$ cat src/rtl/data_memory_responder.sv
// Byte-wide RAM that answers exec-unit reads and writes. It also clears itself after reset and can take a streamed program load.
// Optional macro MEM_WRITE_FORWARD_EN: a read and a write to the same address in one cycle return the write data.
module data_memory_responder #(
    parameter int ADDR_BITS = 8,
    parameter int DATA_BITS = 8,
    parameter int DEPTH     = 256
) (
    input  logic                 clk,
    input  logic                 reset,
    input  logic                 rd_ram_en,
    input  logic [ADDR_BITS-1:0] rd_ram_addr,
    output logic [DATA_BITS-1:0] rd_ram_data,
    input  logic                 wr_ram_en,
    input  logic [ADDR_BITS-1:0] wr_ram_addr,
    input  logic [DATA_BITS-1:0] wr_ram_data,
    input  logic                 load_start,
    input  logic                 load_valid,
    input  logic [DATA_BITS-1:0] load_data,
    input  logic                 load_last,
    output logic                 load_ready,
    output logic                 load_overflow,
    output logic                 busy
);

    localparam int PTR_W = (DEPTH > 1) ? $clog2(DEPTH) : 1;
    localparam logic [PTR_W-1:0] LAST_IDX = PTR_W'(DEPTH - 1);

    typedef enum logic [1:0] {S_CLEAR, S_READY, S_LOAD} state_e;

    state_e               state_q, state_d;
    logic [PTR_W-1:0]     clr_ptr_q, clr_ptr_d;
    logic [PTR_W-1:0]     load_ptr_q, load_ptr_d;
    logic                 load_overflow_q, load_overflow_d;
    logic [DATA_BITS-1:0] mem [DEPTH];

    logic                 rd_in_range, wr_in_range;
    logic                 mem_we;
    logic [PTR_W-1:0]     mem_waddr;
    logic [DATA_BITS-1:0] mem_wdata;

    assign rd_in_range   = (int'(rd_ram_addr) < DEPTH);
    assign wr_in_range   = (int'(wr_ram_addr) < DEPTH);
    assign load_overflow = load_overflow_q;

    // NOTE: only control state is reset; the array is zeroed by the CLEAR sweep, never by reset itself.
    always_ff @(posedge clk) begin
        if (reset) begin
            state_q         <= S_CLEAR;
            clr_ptr_q       <= '0;
            load_ptr_q      <= '0;
            load_overflow_q <= 1'b0;
        end else begin
            state_q         <= state_d;
            clr_ptr_q       <= clr_ptr_d;
            load_ptr_q      <= load_ptr_d;
            load_overflow_q <= load_overflow_d;
        end
    end

    // NOTE: every combinational output gets a default first, so no path can infer a latch.
    always_comb begin
        state_d         = state_q;
        clr_ptr_d       = clr_ptr_q;
        load_ptr_d      = load_ptr_q;
        load_overflow_d = load_overflow_q;
        case (state_q)
            S_CLEAR: begin
                if (clr_ptr_q == LAST_IDX) begin
                    clr_ptr_d = '0;
                    state_d   = S_READY;
                end else begin
                    clr_ptr_d = clr_ptr_q + PTR_W'(1);
                end
            end
            S_READY: begin
                if (load_start) begin
                    state_d         = S_LOAD;
                    load_ptr_d      = '0;
                    load_overflow_d = 1'b0;
                end
            end
            S_LOAD: begin
                if (load_valid) begin
                    // The pointer wraps explicitly, so a DEPTH that is not a power of two still works.
                    if (load_ptr_q == LAST_IDX) begin
                        load_ptr_d      = '0;
                        load_overflow_d = 1'b1;
                    end else begin
                        load_ptr_d = load_ptr_q + PTR_W'(1);
                    end
                    if (load_last) state_d = S_READY;
                end
            end
            default: state_d = S_CLEAR;
        endcase
    end

    always_comb begin
        busy       = (state_q != S_READY);
        load_ready = (state_q == S_LOAD);
        mem_we     = 1'b0;
        mem_waddr  = '0;
        mem_wdata  = '0;
        case (state_q)
            S_CLEAR: begin
                mem_we    = 1'b1;
                mem_waddr = clr_ptr_q;
            end
            S_LOAD: begin
                mem_we    = load_valid;
                mem_waddr = load_ptr_q;
                mem_wdata = load_data;
            end
            S_READY: begin
                mem_we    = wr_ram_en && wr_in_range;
                mem_waddr = wr_ram_addr[PTR_W-1:0];
                mem_wdata = wr_ram_data;
            end
            default: mem_we = 1'b0;
        endcase
        // A write in the same cycle as reset would be discarded anyway, so it is suppressed here.
        if (reset) mem_we = 1'b0;
    end

    always_ff @(posedge clk) begin
        if (mem_we) mem[mem_waddr] <= mem_wdata;
    end

    always_comb begin
        rd_ram_data = '0;
        if (rd_ram_en && rd_in_range && (state_q == S_READY)) begin
            rd_ram_data = mem[rd_ram_addr[PTR_W-1:0]];
`ifdef MEM_WRITE_FORWARD_EN
            if (wr_ram_en && wr_in_range && (wr_ram_addr == rd_ram_addr))
                rd_ram_data = wr_ram_data;
`endif
        end
    end

endmodule

$ cat config.mk
export PLATFORM = sky130hd
export DESIGN_NAME = data_memory_responder
export DESIGN_NICKNAME = d
export VERILOG_FILES = /design/src/rtl/data_memory_responder.sv
export SDC_FILE = /design/constraint.sdc
export NUM_CORES = 2
export LEC_CHECK = 0
export CAP_MARGIN = 40
export CELL_PAD_IN_SITES_DETAIL_PLACEMENT = 0
export CELL_PAD_IN_SITES_GLOBAL_PLACEMENT = 2
export CORE_ASPECT_RATIO = 0.6
export CORE_MARGIN = 4
export CORE_UTILIZATION = 45
export CTS_BUF_LIST = sky130_fd_sc_hd__clkbuf_4 sky130_fd_sc_hd__clkbuf_8 sky130_fd_sc_hd__clkbuf_16
export DETAILED_ROUTE_END_ITERATION = 10
export MAX_ROUTING_LAYER = met4
export PLACE_DENSITY = 0.84
export SLEW_MARGIN = 20
export SYNTH_ARGS = -nofsm -noshare
export SYNTH_HDL_FRONTEND = slang
export SYNTH_SLANG_ARGS = --single-unit
export TNS_END_PERCENT = 50
$ cat constraint.sdc
create_clock -name clk -period 10.4 [get_ports clk]
set_input_delay 2.08 -clock clk [delete_from_list [all_inputs] [get_ports clk]]
set_output_delay 2.08 -clock clk [all_outputs]
set_load 0.03 [all_outputs]
==> reports/results.txt <==
Max Fclk -> 112 MHz
Final Cycle Share -> 0.859
GPL Wtd Cong -> 0.958
startpoint types -> primary input
clock root buffer master -> clkbuf_16
GR Util All Layers -> 0.253
Async S/R FF share, synth -> 0
Clk pin slew, worst setup/hold paths -> 0.07 ns
core area -> 0.179 sq mm
maximum VDD drop -> 150 uV
end-of-flow core utilization -> 0.514
Final setup viols -> 0
final setup TNS -> 0 ns
fin crit period -> 8.93 ns
remaining antenna violation count -> 0
# DRC -> 0
DP Wirelength -> 152000 um
clk sink count -> 2067
Post-Syn Instances -> 4150
vias in the first global route -> 41300
CP required -> 8.32 ns
area delta synth->final -> 13.3%
vias per inst -> 6.39
total routed wirelength -> 232000 um
I/O Buffers -> 49
Worst Hold Class -> register to register
Slew HR -> 0.269
TritonRoute pass-1 iters -> 7
crit-path most repeated cell -> buf_4
Leak -> 29.9 nW
slowest cell on the critical path -> clkdlybuf4s50_1
syn avg cell area -> 19.5 sq um
full die area -> 0.187 sq mm
Nets -> 4449
Final Skew -> 0.0339 ns
Max Slew Vio Count -> 0
Max Cap Viol -> 0
antenna violations before repair -> 12
first-pass GRT wire length -> 325000 um
post_cts resized -> 0
number of hold buffers added after cts -> 0
num ports -> 50
slowest stage delay, CP -> 0.82 ns
Yosys warnings -> 0
setup ws final -> 1.47 ns
Syn Std Cell Area -> 0.0811 sq mm
layout cells sized above 1 -> 0.216
Num CTS Buffers -> 183
initial drt markers -> 7500
Least-Margin Pin Slew -> 1.10 ns
P per Cell Area -> 178 mW/mm^2
Rows -> 120
total gr overflow -> 0
EDFF count, synth -> 2048
Crit Path Category -> primary input to primary output
sequential share of the synthesized area -> 0.763
largest net degree at the start of global routing -> 189
worst-case clock buffer depth -> 4
crit-path max FO -> 31
H-tree depth -> 4
synthesized net count -> 4196
Die Y -> 337 um
Post-CTS Repair Setup Buffers -> 0
Post-Place Worst Slack -> 1.59 ns
critical path endpoint category -> primary output
Hold Vio Cnt, Final -> 0
top_reg_cell synth -> edfxtp_1
Critical Path AT -> 6.85 ns
CP Cell Sequence -> buf_4 -> nand2b_4 -> buf_4 -> buf_4 -> o221ai_1 -> o22ai_1 -> a22oi_1 -> nand3_1 -> or4_1 -> o21ai_0 -> clkdlybuf4s50_1
Initial Utilization -> 0.453
Synth Register Bits -> 2067
clk_lat worst skew -> 0.83 ns
status -> completed
Die W -> 556 um
via count -> 44200
TritonCTS clock tree -> built
RSZ-0062 raised after global routing -> false
number of library cell types mapped by synthesis -> 72
DR WL/cell -> 33.6 um
cells in the final DEF, fill, tap and decap left out, types with 28 or more instances in the layout:
cell type,instances
o21ai_0,65
clkdlybuf4s50_1,45
nand2_1,127
clkbuf_16,186
clkinv_1,38
a21oi_1,64
o221ai_1,87
mux4_2,369
o22ai_1,103
a22oi_1,32
clkbuf_4,37
edfxtp_1,2048
clkinv_2,33
buf_4,196
nand3_1,47
a211oi_1,28
nor2_1,323
mux2i_1,274
nor3_1,44
logic make-up after synthesis:
group / count (synthesis) / share of synthesized area
AND/OR/NAND/NOR: 692 / 0.0388
multiplexers: 657 / 0.139
AO/OA/AOI/OAI: 461 / 0.0394
buffers and inverters: 255 / 0.0176
flip-flops: 2067 / 0.763
adder cells (fa/ha/maj): 7 / 0.00108
XOR/XNOR: 11 / 0.00119
metal layers:
layer	wire, um	share of wire	up-vias	global-route usage
met5	0	0	-	-
li1	-	-	17700	-
met4	5360	0.023	0	0.0504
met3	37400	0.16	365	0.102
met1	97200	0.42	23100	0.384
met2	92400	0.40	3118	0.317
path summary, 6_finish.rpt:
| check | slack, ns | depth (start not counted) | from | endpoint |
|---|---|---|---|---|
| hold / removal | 0.50 | 2 | load_overflow | load_overflow |
| setup reg to reg | 5.80 | 8 | state_q[0] | mem[46][3] |
| hold reg to reg | 0.50 | 2 | load_overflow | load_overflow |
| setup / recovery | 1.47 | 11 | rd_ram_addr[2] | rd_ram_data[6] |
cell usage after synthesis, types with 52 or more instances:
cell type	count	share of area
o21ai_0	65	0.0040
mux2i_1	274	0.034
o221ai_1	87	0.0094
mux4_2	369	0.10
o22ai_1	103	0.0079
edfxtp_1	2048	0.76
nand3_1	61	0.0038
nor2_1	324	0.015
a21oi_1	64	0.0040
nand2_1	128	0.0059
buf_2	52	0.0032
clkbuf_1	112	0.0052
through the flow:
stage / std cells / total power, W / area [sq um] / hold slack (ns)
final: 6924 / 0.0164 / 91900 / 0.501
after global routing: 6919 / 0.0168 / 91900 / 0.518
after CTS: 6806 / 0.0164 / 90900 / 0.501
after detailed placement: 6489 / 0.00980 / 85200 / 0.469
after global placement: 6428 / 0.00979 / 84300 / 0.464
after floorplan: 4150 / 0.00956 / 81100 / 0.469
layout make-up:
class	count	area, sq um
Timing Repair Buffer	317	3230
Clock inverter	94	857
Inverter	6	25.0
Multi-Input combinational cell	1828	18000
Antenna cell	10	25.0
Tap cell	2379	2980
Sequential cell	2067	61900
Fill cell	13900	86900
Clock buffer	223	4930
power by group:
part           internal (W)  switching (W)  leakage, nW
Clock               0.00374        0.00299         2.90
Combinational      0.000211       0.000409         7.41
Sequential          0.00901     0.00000308         19.6
registers in the layout, summed over array words and instances, names as in the netlist:
| signal | count |
|---|---|
| load_ptr_q | 8 |
| clr_ptr_q | 8 |
| mem | 2048 |
| load_overflow | 1 |
| state_q | 2 |
worst max-delay path, delay by kind of cell:
kind	cells	cell delay [ns]
AO/OA/AOI/OAI	4	1.53
AND/OR/NAND/NOR	3	1.27
buffers and inverters	4	1.89
(Power assumes the default switching activity.)
